### src/rtl/sq_wave_pkg.sv
// Shared types and constants for the square-wave table sequencer.
package sq_wave_pkg;

  localparam int unsigned DEF_PHASE_W = 32;
  localparam int unsigned DEF_ADDR_W  = 10;
  localparam int unsigned DEF_DATA_W  = 16;
  localparam int unsigned SEL_W       = 4;

  localparam logic [SEL_W-1:0] SEL_0PCT   = 4'd0;
  localparam logic [SEL_W-1:0] SEL_50PCT  = 4'd5;
  localparam logic [SEL_W-1:0] SEL_100PCT = 4'd10;

  typedef enum logic [1:0] {
    IDLE      = 2'd0,
    RUN       = 2'd1,
    STOP_PEND = 2'd2
  } state_t;

  // Out-of-range duty codes collapse to 0% rather than aliasing.
  function automatic logic [SEL_W-1:0] legal_sel(input logic [SEL_W-1:0] sel,
                                                 input int unsigned sel_max);
    return (32'(sel) > sel_max) ? SEL_0PCT : sel;
  endfunction

endpackage

### src/rtl/square_wave_ctrl_phase_accum.sv
// Phase accumulator register; exposes the next-phase table address and carry-out.
module phase_accum
  import sq_wave_pkg::*;
#(
  parameter int unsigned PHASE_W = DEF_PHASE_W,
  parameter int unsigned ADDR_W  = DEF_ADDR_W
) (
  input  logic               clk,
  input  logic               rst_n,
  input  logic [PHASE_W-1:0] tw,
  input  logic               clr,
  input  logic               en,
  output logic [ADDR_W-1:0]  addr_c,
  output logic               carry_c
);

  logic [PHASE_W-1:0] phase_q;
  logic [PHASE_W-1:0] sum_c;

  always_comb begin
    {carry_c, sum_c} = {1'b0, phase_q} + {1'b0, tw};
  end

  assign addr_c = sum_c[PHASE_W-1 -: ADDR_W];

  always_ff @(posedge clk) begin
    if (!rst_n) begin
      phase_q <= '0;
    end else if (clr) begin
      phase_q <= '0;
    end else if (en) begin
      phase_q <= sum_c;
    end
  end

endmodule

### src/rtl/square_wave_ctrl.sv
// Square-wave table sequencer: boundary-synchronised config shadow, run/stop FSM, sample stream.
// Optional SQUARE_CTRL_PHASE_OFFSET_EN adds a per-config address offset input.
module square_wave_ctrl
  import sq_wave_pkg::*;
#(
  parameter int unsigned PHASE_W = DEF_PHASE_W,
  parameter int unsigned ADDR_W  = DEF_ADDR_W,
  parameter int unsigned DATA_W  = DEF_DATA_W,
  parameter int unsigned SEL_MAX = 32'(SEL_100PCT)
) (
  input  logic               i_clk,
  input  logic               i_rst_n,
  input  logic               i_cfg_valid,
  output logic               o_cfg_ready,
  input  logic [PHASE_W-1:0] i_cfg_tw,
  input  logic [SEL_W-1:0]   i_cfg_sel,
`ifdef SQUARE_CTRL_PHASE_OFFSET_EN
  input  logic [ADDR_W-1:0]  i_cfg_poff,
`endif
  input  logic               i_start,
  input  logic               i_stop,
  output logic               o_busy,
  output logic [ADDR_W-1:0]  o_lut_addr,
  output logic [SEL_W-1:0]   o_lut_sel,
  input  logic [DATA_W-1:0]  i_lut_data,
  output logic [DATA_W-1:0]  o_sample,
  output logic               o_sample_valid,
  output logic               o_wrap
);

  state_t             state_q, state_d;
  logic [PHASE_W-1:0] act_tw_q, sh_tw_q;
  logic [SEL_W-1:0]   act_sel_q, sh_sel_q;
  logic               sh_full_q, sh_full_d;
  logic               addr_vld_q;

  logic               busy_c, capture_c, apply_c, clr_c, carry_c;
  logic [ADDR_W-1:0]  raw_addr_c, addr_d;
  logic [SEL_W-1:0]   sel_upd_c, sel_d;
  logic               wrap_d, busy_d;

`ifdef SQUARE_CTRL_PHASE_OFFSET_EN
  logic [ADDR_W-1:0]  act_poff_q, sh_poff_q, poff_upd_c;
`endif

  assign busy_c    = (state_q != IDLE);
  assign capture_c = i_cfg_valid & ~sh_full_q;

  phase_accum #(
    .PHASE_W (PHASE_W),
    .ADDR_W  (ADDR_W)
  ) u_accum (
    .clk     (i_clk),
    .rst_n   (i_rst_n),
    .tw      (act_tw_q),
    .clr     (clr_c),
    .en      (busy_c),
    .addr_c  (raw_addr_c),
    .carry_c (carry_c)
  );

  // State register.
  always_ff @(posedge i_clk) begin
    if (!i_rst_n) begin
      state_q <= IDLE;
    end else begin
      state_q <= state_d;
    end
  end

  // Next state, shadow hand-over and next output values.
  always_comb begin
    state_d   = state_q;
    apply_c   = 1'b0;
    clr_c     = 1'b0;
    unique case (state_q)
      IDLE: begin
        clr_c   = 1'b1;
        apply_c = sh_full_q;
        if (i_start && !i_stop) begin
          state_d = RUN;
        end
      end
      RUN: begin
        apply_c = sh_full_q & carry_c;
        if (i_stop) begin
          // A zero tuning word never carries, so there is no boundary to wait for.
          if (act_tw_q == '0) begin
            state_d = IDLE;
            clr_c   = 1'b1;
          end else begin
            state_d = STOP_PEND;
          end
        end
      end
      STOP_PEND: begin
        apply_c = sh_full_q & carry_c;
        if (carry_c) begin
          state_d = IDLE;
          clr_c   = 1'b1;
        end
      end
      default: begin
        state_d = IDLE;
        clr_c   = 1'b1;
      end
    endcase

    sh_full_d = capture_c ? 1'b1 : (apply_c ? 1'b0 : sh_full_q);
    sel_upd_c = apply_c ? sh_sel_q : act_sel_q;
`ifdef SQUARE_CTRL_PHASE_OFFSET_EN
    poff_upd_c = apply_c ? sh_poff_q : act_poff_q;
    addr_d     = busy_c ? ADDR_W'(raw_addr_c + poff_upd_c) : '0;
`else
    addr_d     = busy_c ? raw_addr_c : '0;
`endif
    sel_d     = busy_c ? sel_upd_c : '0;
    wrap_d    = busy_c & carry_c;
    busy_d    = (state_d != IDLE);
  end

  // Config shadow, active settings and registered outputs.
  always_ff @(posedge i_clk) begin
    if (!i_rst_n) begin
      sh_full_q      <= 1'b0;
      sh_tw_q        <= '0;
      sh_sel_q       <= '0;
      act_tw_q       <= '0;
      act_sel_q      <= '0;
      addr_vld_q     <= 1'b0;
      o_cfg_ready    <= 1'b1;
      o_busy         <= 1'b0;
      o_lut_addr     <= '0;
      o_lut_sel      <= '0;
      o_sample       <= '0;
      o_sample_valid <= 1'b0;
      o_wrap         <= 1'b0;
`ifdef SQUARE_CTRL_PHASE_OFFSET_EN
      sh_poff_q      <= '0;
      act_poff_q     <= '0;
`endif
    end else begin
      sh_full_q <= sh_full_d;
      if (capture_c) begin
        sh_tw_q  <= i_cfg_tw;
        sh_sel_q <= legal_sel(i_cfg_sel, SEL_MAX);
`ifdef SQUARE_CTRL_PHASE_OFFSET_EN
        sh_poff_q <= i_cfg_poff;
`endif
      end
      if (apply_c) begin
        act_tw_q  <= sh_tw_q;
        act_sel_q <= sh_sel_q;
`ifdef SQUARE_CTRL_PHASE_OFFSET_EN
        act_poff_q <= sh_poff_q;
`endif
      end
      addr_vld_q     <= busy_c;
      o_cfg_ready    <= ~sh_full_d;
      o_busy         <= busy_d;
      o_lut_addr     <= addr_d;
      o_lut_sel      <= sel_d;
      o_sample       <= i_lut_data;
      o_sample_valid <= addr_vld_q;
      o_wrap         <= wrap_d;
    end
  end

endmodule

### config.mk
export PLATFORM = sky130hd
export DESIGN_NAME = square_wave_ctrl
export DESIGN_NICKNAME = d
export VERILOG_FILES = /design/src/rtl/sq_wave_pkg.sv /design/src/rtl/square_wave_ctrl_phase_accum.sv /design/src/rtl/square_wave_ctrl.sv
export SDC_FILE = /design/constraint.sdc
export NUM_CORES = 1
export LEC_CHECK = 0
export ABC_AREA = 0
export ABC_CLOCK_PERIOD_IN_PS = 2650
export CAP_MARGIN = 20
export CORE_MARGIN = 4
export CORE_UTILIZATION = 50
export DETAILED_ROUTE_END_ITERATION = 7
export PLACE_DENSITY = 0.74
export SYNTH_ARGS = -nofsm -noshare
export SYNTH_HDL_FRONTEND = slang
export SYNTH_SLANG_ARGS = --single-unit
### constraint.sdc
create_clock -name i_clk -period 2.65 [get_ports i_clk]
set_input_delay 0.53 -clock i_clk [delete_from_list [all_inputs] [get_ports i_clk]]
set_output_delay 0.53 -clock i_clk [all_outputs]
set_load 0.01 [all_outputs]
Word level (Yosys, flattened, before mapping). Index checks and enable logic that the tools add are counted.

Register bits: 142. Input bits: 57. Output and inout bits: 34. Word-level logic and storage cells: 48.

Add/subtract/negate cells: 1. Magnitude comparators: 1. Equal/unequal tests: 2. Multiplexer cells: 14. Bitwise logic cells: 6. Reductions and logical operators: 9.

Operators with widths (number): 32-bit by 32-bit adder with 33-bit output (1); 32-bit logical NOT (1); 2-bit 2-to-1 mux (4); 4-bit 2-to-1 mux (2); 2-bit one-hot mux with 3 select lines (1); 1-bit 2-to-1 mux (5); 4-bit > comparator, second input constant (1); 1-bit one-hot mux with 2 select lines (2); 2-bit nonzero test (2); 2-bit OR reduction (2); 1-bit AND (3); 1-bit NOT (3); 2-bit by 1-bit == test with 1-bit output, second input constant (1); 2-bit == test, second input constant (1); 2-bit logical NOT (1); 2-bit AND reduction (1); 1-bit logical AND (1); 1-bit logical NOT (1).

Longest topological paths before layout. Gate-level depths: netlist of the first run.

Word-level depth: 6. Gate-level depth with buffers: 13. Mapped depth without buffers: 11.

Cells and area by module. Synthesis of the first run repeated with hierarchy kept, for this count alone.

Cells, all modules: 803. Area, all modules: 6984.2 um2.

By module, submodules not included: square_wave_ctrl (instances 1, cells an instance 430, area each 3938.8 um2, seq. area each 2202.1 um2); phase_accum (instances 1, cells an instance 373, area each 3045.4 um2, seq. area each 640.6 um2).

Worst setup path before layout of the first run. Ideal clock, no wire load.

Path type: register to register. Start: register act_tw_q[0]. End: register o_lut_sel[2]. Setup time: 0.127 ns. Arrival time: 2.640 ns. Data required time: 2.523 ns. Path slack: -0.116 ns. Cell stages (with the launch flop): 13. Path buffers: 1. Period minus slack after synthesis: 2.766 ns. Path through: dfxtp_1 -> ha_1 -> fa_1 -> a211oi_1 -> o21a_1 -> o31ai_2 -> nand4_1 -> a211oi_1 -> o21a_2 -> o31ai_4 -> buf_6 -> mux2i_1 -> nor2_1.

Longest elaborated chain between the ends: 4.

RTL lines: start, declared (RTL line square_wave_ctrl.sv:32) `logic [PHASE_W-1:0] act_tw_q, sh_tw_q;`; start signal, assigned (RTL line square_wave_ctrl.sv:152) `act_tw_q <= sh_tw_q;`; 32-bit by 32-bit adder with 33-bit output (RTL line square_wave_ctrl_phase_accum.sv:21) `{carry_c, sum_c} = {1'b0, phase_q} + {1'b0, tw};`; 1-bit AND (RTL line square_wave_ctrl.sv:85, square_wave_ctrl.sv:97); 1-bit one-hot mux with 2 select lines (RTL line square_wave_ctrl.sv:76) `unique case (state_q)`; 4-bit 2-to-1 mux; end signal, assigned (RTL line square_wave_ctrl.sv:162) `o_lut_sel <= sel_d;`; end, declared (RTL line square_wave_ctrl.sv:24) `output logic [SEL_W-1:0] o_lut_sel,`.

No other way between the ends. A chain may end at the register's enable or synchronous reset.

Worst setup path after layout of the first run. Same ends and word-level chain as after synthesis.

==> results.md, run 1 <==
- Die W: 124.4 µm
- CP endpoint kind: flip-flop
- Via count: 6,422
- Max Cap Violations: 0
- Final period util: 1.062
- CTS tree: built
- DP Wirelength: 12.45 mm
- Hold WS: 0.4416 ns
- Initial Util: 0.5117
- Synth top area share: 0.4195
- Final ANT Viol Nets: 0
- Cell Area, Synth: 0.006776 mm²
- Cell accounting for the most synthesized area: dfxtp_1
- Total die area: 0.01548 mm²
- Clk slew on worst S/H paths: 0.06 ns
- Sequential element share of the synthesized area: 0.4195
- CP arrival: 3.10 ns
- Commonest cells after routing, fill and taps aside: nand2_1, dfxtp_1, clkdlybuf4s50_1
- Post-synth ARST share: 0
- Critical path's slowest cell: fa_2
- Post-synth EDFFs: 0
- WS Path Type: reg -> reg
- Largest net degree at the start of global routing: 98
- Antenna cells: 0
- Share of cells above drive strength 1: 0.1895
- CP top delay family: compound AO/OA/AOI/OAI gates
- 1st-iter DRT viols: 478
- Buf/Inv on CP: 1
- PortBufs: 90
- Post-layout util: 0.7139
- CTS Sinks: 142
- Initial antenna violation count: 0
- Area added between synthesis and finish: 39.51%
- Flops & latches, synth: 142
- GRT Total Usage: 0.2364
- Clock H-tree levels: 4
- Met1 Use GR: 0.2880
- Hold-fix buffer count after cts: 0
- Crit-path max FO: 6
- Final worst slack: -0.1652 ns
- Clk_skew: 0.01180 ns
- Critical path, cell by cell: ha_4 -> fa_2 -> a211oi_4 -> o21a_2 -> o31ai_4 -> nand4_1 -> a211oi_2 -> o21a_2 -> o31ai_4 -> buf_6 -> mux2i_4 -> nor2_1
- Worst skew pair latency: 0.42 ns
- Global routing met2 resource utilization: 0.3976
- Top FF cell, synth: dfxtp_1
- RePlAce Congestion: 0.9417
- Core box area: 0.01324 mm²
- Detailed-route vias per instance: 5.522
- NumNets Final: 1,068
- F_max: 355.2 MHz
- Vias in the first global route: 6,445
- Type of origin of the critical path: flip-flop
- Netlist cell types: 61
- Drt total wl: 18.68 mm
- Post-layout min period: 2.815 ns
- First-pass DRT Iterations: 5
- Tightest Hold Check Type: reg -> reg
- Slew @ Worst Pin: 0.6153 ns
- Final Max Tran Viols: 0
- Final-report setup violation count: 75
- Worst endpoint required time: 2.94 ns
- Global route total overflow: 0
- I/O pin count: 91
- RSZ-0062 raised after global routing: true
- Placed insts: 1,115
- M3 GR Usage: 0.06089
- Post-Syn Area per Cell: 8.284 µm²
- Top cells by area, synth: dfxtp_1, nand2_1, ha_1
- Busiest layer in global routing: met2
- First-pass GRT wire length: 30.50 mm
- Post-route DRC: 0
- PD cells: 565.7 mW/mm²
- Leak: 0.003792 µW
- Status: finished, violations left
- Slew margin rel.: 0.5860
- Max clock buf depth: 2
- Final Instance Count excl. Fillers: 1,163
- Inserted Clock Buffers: 17
- Failing checks: setup timing
- Yosys Warn Count: 0
- Net count after synthesis: 912
- Hold violation count in the final report: 0
- Post-Syn Instances: 818
- Most common cell after layout, fill and taps aside: nand2_1
- DIE HEIGHT: 124.4 µm
- Maximum vdd drop: 0.0005011 V
- Root Driver: clkbuf_16
- Num rows: 42
- FILL cells: 1,008
- Max incr delay on CP: 0.37 ns
- Dpl ws: -0.2092 ns
- WL/cell: 16.06 µm
==> final cells by class <==
cell class                      instances  area (µm²)  share of cell area
Timing Repair Buffer                  188        1788              0.1891
Tap cell                              176       220.2             0.02329
Clock inverter                          8       102.6             0.01085
Sequential cell                       142        2850              0.3015
Inverter                               13       48.80            0.005161
Multi-Input combinational cell        612        3943              0.4170
Clock buffer                           24       501.7             0.05307
==> through the flow <==
| stage | setup TNS [ns] | instance area, µm² | total power (µW) |
|---|---|---|---|
| 5_1_grt | -13.69 | 9454 | 5542 |
| 3_5_place_dp | -10.07 | 8325 | 2882 |
| 2_1_floorplan | -0.004942 | 6787 | 2625 |
| 6_report | -6.424 | 9454 | 5349 |
| 4_1_cts | -3.580 | 9174 | 5316 |
| 3_3_place_gp | -4.745 | 8325 | 2868 |
==> synthesized netlist by cell type, types with 2 or more instances <==
cell type and n:
a31oi_1 2, mux2i_1 9, inv_1 12, nand2b_1 4, buf_1 3, xor2_1 9, nor4_1 9, nand2_1 143
dfxtp_1 142, and4_1 3, o22ai_1 2, and2_1 21, a21boi_0 38, a21oi_1 62, nand3_1 49, o21bai_1 3
xnor2_1 18, nand4_1 3, and3_1 9, a22oi_1 2, nor3_1 6, buf_6 5, nor2_1 62, o211ai_1 4
clkbuf_1 34, buf_2 5, a21o_1 16, ha_1 36, buf_4 3, a211oi_1 5, o21a_1 9, o21ai_1 28
nor2b_1 9, o21ai_0 25, nor4b_1 2
==> layer usage <==
metal,wire (µm),vias up
li1,-,3156
met1,8174,3018
met2,9096,209
met3,978,39
met4,432,0
met5,0,-
==> worst reg2reg max path: stages, from the launching register on <==
cell and delay (ns):
dfxtp_2 0.33, ha_4 0.16, fa_2 0.37, a211oi_4 0.25, o21a_2 0.21, o31ai_4 0.09
nand4_1 0.14, a211oi_2 0.09, o21a_2 0.25, o31ai_4 0.26, buf_6 0.21, mux2i_4 0.25
nor2_1 0.07
==> state kept, by name, indices dropped and copies added, names as in the netlist, 2 cells and up <==
name and cells:
act_tw_q 32, sh_tw_q 32, u_accum.phase_q 32, o_sample 16
o_lut_addr 10, act_sel_q 4, o_lut_sel 4, sh_sel_q 4
state_q 2
==> kinds of logic after synthesis <==
| group | count (synthesis) | synth area share |
|---|---|---|
| flip-flops | 142 | 0.4195 |
| AND/OR/NAND/NOR | 324 | 0.2157 |
| AO/OA/AOI/OAI | 215 | 0.2035 |
| multiplexers | 9 | 0.01329 |
| adder cells (fa/ha/maj) | 37 | 0.06942 |
| buffers and inverters | 64 | 0.04376 |
| XOR/XNOR | 27 | 0.03490 |
==> repair_timing <==
action                     in CTS  in global routing
cloned                          2                  1
pin swaps                       6                 12
setup endpoints to repair      77                 80
gates resized for setup        33                 47
setup buffers                   7                  7
==> report_power, final <==
group	total, µW	switching, µW	leakage (µW)	internal [µW]
Combinational	690	362	0.00234	329
Sequential	2260	46.9	0.00116	2210
Clock	2400	886	0.000293	1510
==> final timing paths <==
| path | start | endpoint | slack [ns] | cells after the start |
|---|---|---|---|---|
| worst max-delay path | act_tw_q[0]$_SDFFE_PN0P_ | o_lut_sel[2]$_SDFF_PN0_ | -0.17 | 12 |
| worst min-delay path | sh_tw_q[8]$_SDFFE_PN0P_ | act_tw_q[8]$_SDFFE_PN0P_ | 0.44 | 2 |
| worst max register to register | act_tw_q[0]$_SDFFE_PN0P_ | o_lut_sel[2]$_SDFF_PN0_ | -0.17 | 12 |
| worst min register to register | sh_tw_q[8]$_SDFFE_PN0P_ | act_tw_q[8]$_SDFFE_PN0P_ | 0.44 | 2 |
(Power assumes the default switching activity.)
==> inputs of run 2 (changes only) <==
RECOVER_POWER = 25   (was default)
==> results.md, run 2 (synthesized netlist as in run 1, its figures left out) <==
- Hold violation count in the final report: 0
- Final TNS setup: -6.593 ns
- R2r endpoint: o_lut_sel[2]$_SDFF_PN0_
- PortBufs: 90
- CTS tree: built
- Worst endpoint required time: 2.94 ns
- Drt total wl: 18.65 mm
- Antenna cells: 0
- Final Max Tran Viols: 0
- I/O pin count: 91
- Via count: 6,449
- RePlAce Congestion: 0.9417
- Final worst slack: -0.1709 ns
- First-pass GRT wire length: 30.50 mm
- RSZ-0062 raised after global routing: true
- CTS Sinks: 142
- NumNets Final: 1,068
- Crit-path max FO: 6
- Die W: 124.4 µm
- WL/cell: 16.03 µm
- Hold-fix buffer count after cts: 0
- Status: finished, violations left
- Max Cap Violations: 0
- Reg2Reg Depth: 12
- Net Sw Power: 1291 µW
- DP Wirelength: 12.45 mm
- Comb power frac: 0.128
- Tightest Hold Check Type: reg -> reg
- Final ANT Viol Nets: 0
- Leak: 0.003784 µW
- Slew margin rel.: 0.5785
- Clk slew on worst S/H paths: 0.06 ns
- Final-report setup violation count: 75
- CP arrival: 3.11 ns
- Post-route DRC: 0
- Total die area: 0.01548 mm²
- Max clock buf depth: 2
- Area added between synthesis and finish: 39.25%
- CP endpoint kind: flip-flop
- R2R setup slack: -0.17 ns
- FILL cells: 1,011
- Switch share: 0.2417
- Initial Util: 0.5117
- Clock H-tree levels: 4
- Largest net degree at the start of global routing: 98
- Reg-to-reg startpoint: act_tw_q[0]$_SDFFE_PN0P_
- Num rows: 42
- Final period util: 1.064
- First-pass DRT Iterations: 5
- Worst skew pair latency: 0.42 ns
- Slew @ Worst Pin: 0.6265 ns
- Post-layout min period: 2.821 ns
- Final Instance Count excl. Fillers: 1,163
- Initial antenna violation count: 0
- 1st-iter DRT viols: 482
- Hold Startpoint: sh_tw_q[8]$_SDFFE_PN0P_
- Vias in the first global route: 6,445
- Hold WS: 0.4414 ns
- P_int: 4049 µW
- Flop pwr share: 0.423
- Hold Crit Depth: 2
- Failing checks: setup timing
- Tot Pwr: 5340 µW
- WS Path Type: reg -> reg
- F_max: 354.5 MHz
- Type of origin of the critical path: flip-flop
- Most common cell after layout, fill and taps aside: nand2_1
- Worst Hold Path EP: act_tw_q[8]$_SDFFE_PN0P_
- Commonest cells after routing, fill and taps aside: nand2_1, dfxtp_1, clkdlybuf4s50_1
- Detailed-route vias per instance: 5.545
- Placed insts: 1,115
- Clk pwr share: 0.449
- Biggest regs: act_tw_q (32), sh_tw_q (32), u_accum.phase_q (32)
- Share of cells above drive strength 1: 0.1884
- GRT Total Usage: 0.2364
- Root Driver: clkbuf_16
- DIE HEIGHT: 124.4 µm
- Maximum vdd drop: 0.0005010 V
- Inserted Clock Buffers: 17
- PD cells: 565.9 mW/mm²
- Clk_skew: 0.009983 ns
- Global route total overflow: 0
- Core box area: 0.01324 mm²
==> run 2: cell types whose count changed in the layout (fill, tap and decap cells not counted), sizes merged <==
cell | before | now
dlygate4sd3 | 0 | 1
clkbuf | 25 | 26
clkdlybuf4s50 | 89 | 88
buf | 98 | 97
==> run 2: critical path, cell delays in order, from the launching register on <==
cell	delay, ns
dfxtp_2	0.33
ha_4	0.16
fa_2	0.37
a211oi_4	0.25
o21a_2	0.21
o31ai_4	0.08
nand4_1	0.15
a211oi_2	0.09
o21a_2	0.25
o31ai_4	0.26
buf_6	0.21
mux2i_4	0.25
nor2_1	0.07
==> run 2: timing repair <==
item | 4_1_cts | 5_1_grt
pin swaps | 6 | 12
gates cloned | 2 | 1
gates resized for setup | 33 | 47
setup buffers | 7 | 7
endpoints found under the setup margin | 77 | 80
==> run 2: final cells by class <==
| type | count | area (µm²) | share of cell area |
|---|---|---|---|
| inverter | 13 | 48.80 | 0.005171 |
| tap | 176 | 220.2 | 0.02334 |
| sequential | 142 | 2850 | 0.3020 |
| timing repair buffer | 188 | 1773 | 0.1879 |
| clock buffer | 24 | 501.7 | 0.05317 |
| clock inverter | 8 | 102.6 | 0.01087 |
| multi-input combinational | 612 | 3940 | 0.4175 |
==> run 2: worst max-delay path by stage <==
stage,startpoint,endpoint,slack (ns),cells after the start
final,act_tw_q[0]$_SDFFE_PN0P_,o_lut_sel[2]$_SDFF_PN0_,-0.17,12
after global routing,act_tw_q[0]$_SDFFE_PN0P_,o_lut_sel[1]$_SDFF_PN0_,-0.26,12
after CTS,act_tw_q[0]$_SDFFE_PN0P_,u_accum.phase_q[25]$_SDFFE_PP0N_,-0.14,12
after detailed placement,act_tw_q[0]$_SDFFE_PN0P_,u_accum.phase_q[25]$_SDFFE_PP0N_,-0.21,12
after global placement,act_tw_q[0]$_SDFFE_PN0P_,o_lut_sel[2]$_SDFF_PN0_,-0.15,12
after floorplan,u_accum.phase_q[9]$_SDFFE_PP0N_,o_lut_sel[2]$_SDFF_PN0_,-0.005,12
==> run 2: metal layers <==
metal  GRT usage  vias to the layer above  part of all wire
met5           0                        -                 0
met3     0.06089                       46             0.049
met2      0.3976                      194              0.49
met4     0.09607                        0             0.025
li1            -                     3160                 -
met1      0.2880                     3049              0.44
==> run 2: metrics by stage <==
stage / utilization / worst slack (ns) / area [µm²]
floorplan: - / -0.004942 / 6787
global placement: 0.6287 / -0.1521 / 8325
detailed placement: 0.6287 / -0.2092 / 8325
CTS: 0.6927 / -0.1404 / 9174
global route: 0.7126 / -0.2636 / 9437
finish: 0.7126 / -0.1709 / 9437
==> run 2: power by group through the flow <==
stage	combinational, µW	sequential [µW]	clock, µW
6_report	684	2260	2400
5_1_grt	742	2270	2530
4_1_cts	642	2260	2420
2_1_floorplan	328	2300	0
3_3_place_gp	571	2300	0
3_5_place_dp	582	2300	0
==> inputs of run 3 (changes only) <==
REMOVE_ABC_BUFFERS = 1   (was default)
==> results.md, run 3 (synthesized netlist as in run 1, its figures left out) <==
- Leak: 0.003800 µW
- CP endpoint kind: flip-flop
- WL/cell: 15.74 µm
- Final ANT Viol Nets: 0
- Reg2Reg Depth: 15
- Commonest cells after routing, fill and taps aside: nand2_1, dfxtp_1, clkdlybuf4s50_1
- FILL cells: 987
- Maximum vdd drop: 0.0003963 V
- Slew margin rel.: -0.04534
- Final-report setup violation count: 57
- Max incr delay on CP: 0.36 ns
- CP top delay family: compound AO/OA/AOI/OAI gates
- RSZ-0062 raised after global routing: true
- Biggest regs: act_tw_q (32), sh_tw_q (32), u_accum.phase_q (32)
- WS Path Type: reg -> reg
- Placed insts: 1,123
- Reg-to-reg startpoint: u_accum.phase_q[0]$_SDFFE_PP0N_
- PortBufs: 90
- Final TNS setup: -11.46 ns
- P_int: 4067 µW
- PD cells: 558.4 mW/mm²
- RePlAce Congestion: 1.015
- Buf/Inv on CP: 4
- Switch share: 0.2398
- Final Instance Count excl. Fillers: 1,169
- Worst skew pair latency: 0.41 ns
- Max clock buf depth: 2
- GRT Total Usage: 0.2238
- Final Max Tran Viols: 89
- Hold-fix buffer count after cts: 0
- Comb power frac: 0.142
- First-pass GRT wire length: 29.04 mm
- Critical path, cell by cell: ha_4 -> fa_2 -> a211oi_2 -> o21a_1 -> o31ai_4 -> nand4_1 -> a211oi_2 -> o21a_2 -> buf_6 -> o31ai_4 -> buf_6 -> clkbuf_16 -> clkbuf_16 -> nand3_2 -> o21ai_1
- 1st-iter DRT viols: 438
- DP Wirelength: 12.22 mm
- I/O pin count: 91
- Initial antenna violation count: 0
- R2R setup slack: -0.32 ns
- Area added between synthesis and finish: 41.38%
- Area taken by multi-input logic gates: 0.004001 mm²
- Tightest Hold Check Type: reg -> reg
- F_max: 336.7 MHz
- Root Driver: clkbuf_16
- Via count: 6,396
- CTS tree: built
- Hold WS: 0.4413 ns
- Sequential Area: 0.002851 mm²
- CTS Sinks: 142
- First-pass DRT Iterations: 7
- Initial Util: 0.5117
- Total die area: 0.01548 mm²
- Hold violation count in the final report: 0
- Antenna cells: 0
- Post-layout util: 0.7235
- Critical path depth in cells: 15
- Max Cap Violations: 1
- Critical path's slowest cell: fa_2
- Vias in the first global route: 6,304
- Crit-path max FO: 4
- Inserted Clock Buffers: 17
- Clk pwr share: 0.436
- Worst setup path endpoint: act_tw_q[15]$_SDFFE_PN0P_
- Post-layout min period: 2.970 ns
- CP arrival: 3.32 ns
- Net Sw Power: 1283 µW
- Clk_skew: 0.004890 ns
- NumNets Final: 1,075
- Core box area: 0.01324 mm²
- Status: finished, violations left
- Final worst slack: -0.3203 ns
- Num rows: 42
- Post-route DRC: 0
- DIE HEIGHT: 124.4 µm
- Die W: 124.4 µm
- Failing checks: capacitance limit, slew limit, setup timing
- Drt total wl: 18.40 mm
- Clock H-tree levels: 4
- Largest net degree at the start of global routing: 89
- Crit path from: u_accum.phase_q[0]$_SDFFE_PP0N_
- Global route total overflow: 0
- Most common cell after layout, fill and taps aside: nand2_1
- R2r endpoint: act_tw_q[15]$_SDFFE_PN0P_
- Flop pwr share: 0.422
- Type of origin of the critical path: flip-flop
- Share of cells above drive strength 1: 0.2054
- Worst endpoint required time: 3.00 ns
- Clk slew on worst S/H paths: 0.06 ns
- Detailed-route vias per instance: 5.471
- Slew @ Worst Pin: 1.568 ns
- Final period util: 1.121
[run 3: worst min-delay path by stage]
stage / end / cells past startpoint / slack, ns / startpoint
after floorplan: o_sample_valid$_SDFF_PN0_ / 1 / 0.41 / addr_vld_q$_SDFF_PN0_
after global placement: o_sample_valid$_SDFF_PN0_ / 1 / 0.42 / addr_vld_q$_SDFF_PN0_
after detailed placement: o_sample_valid$_SDFF_PN0_ / 1 / 0.43 / addr_vld_q$_SDFF_PN0_
after CTS: act_tw_q[8]$_SDFFE_PN0P_ / 2 / 0.44 / sh_tw_q[8]$_SDFFE_PN0P_
after global routing: act_tw_q[8]$_SDFFE_PN0P_ / 2 / 0.45 / sh_tw_q[8]$_SDFFE_PN0P_
final: act_tw_q[8]$_SDFFE_PN0P_ / 2 / 0.44 / sh_tw_q[8]$_SDFFE_PN0P_
[run 3: final cells by class]
| cell class | instances | area share |
|---|---|---|
| inverter | 13 | 0.005093 |
| timing repair buffer | 195 | 0.1962 |
| multi-input combinational | 612 | 0.4177 |
| clock inverter | 5 | 0.008358 |
| sequential | 142 | 0.2976 |
| tap | 176 | 0.02299 |
| clock buffer | 26 | 0.05211 |
[run 3: timing repair]
action | CTS | global route
cloned | 2 | 5
gates resized for setup | 47 | 50
setup buffers | 6 | 6
pin swaps | 15 | 25
setup endpoints to repair | 79 | 81
[run 3: stage by stage]
stage / setup slack (ns) / area [µm²] / total power, µW
2_1_floorplan: -1.113 / 6529 / 2564
3_3_place_gp: -0.2881 / 8388 / 2889
3_5_place_dp: -0.3361 / 8388 / 2908
4_1_cts: -0.2528 / 9229 / 5289
5_1_grt: -0.3877 / 9580 / 5548
6_report: -0.3203 / 9580 / 5349
[run 3: tightest hold or removal path, cell delays in order, from the launching register on]
cell and delay [ns]:
dfxtp_1 0.31, nand2_1 0.05, o21ai_1 0.05
[run 3: power by group through the flow]
stage / clock network, µW / logic (µW) / registers [µW]
global route: 2470 / 819 / 2260
global placement: 0 / 594 / 2300
detailed placement: 0 / 610 / 2300
CTS: 2370 / 667 / 2250
finish: 2330 / 759 / 2260
floorplan: 0 / 267 / 2300
[run 3: layer usage]
layer  global-route usage  routed length, µm
met1               0.2759               8059
met2               0.3798               9011
met3              0.03902                832
met4               0.1044                496
met5                    0                  0
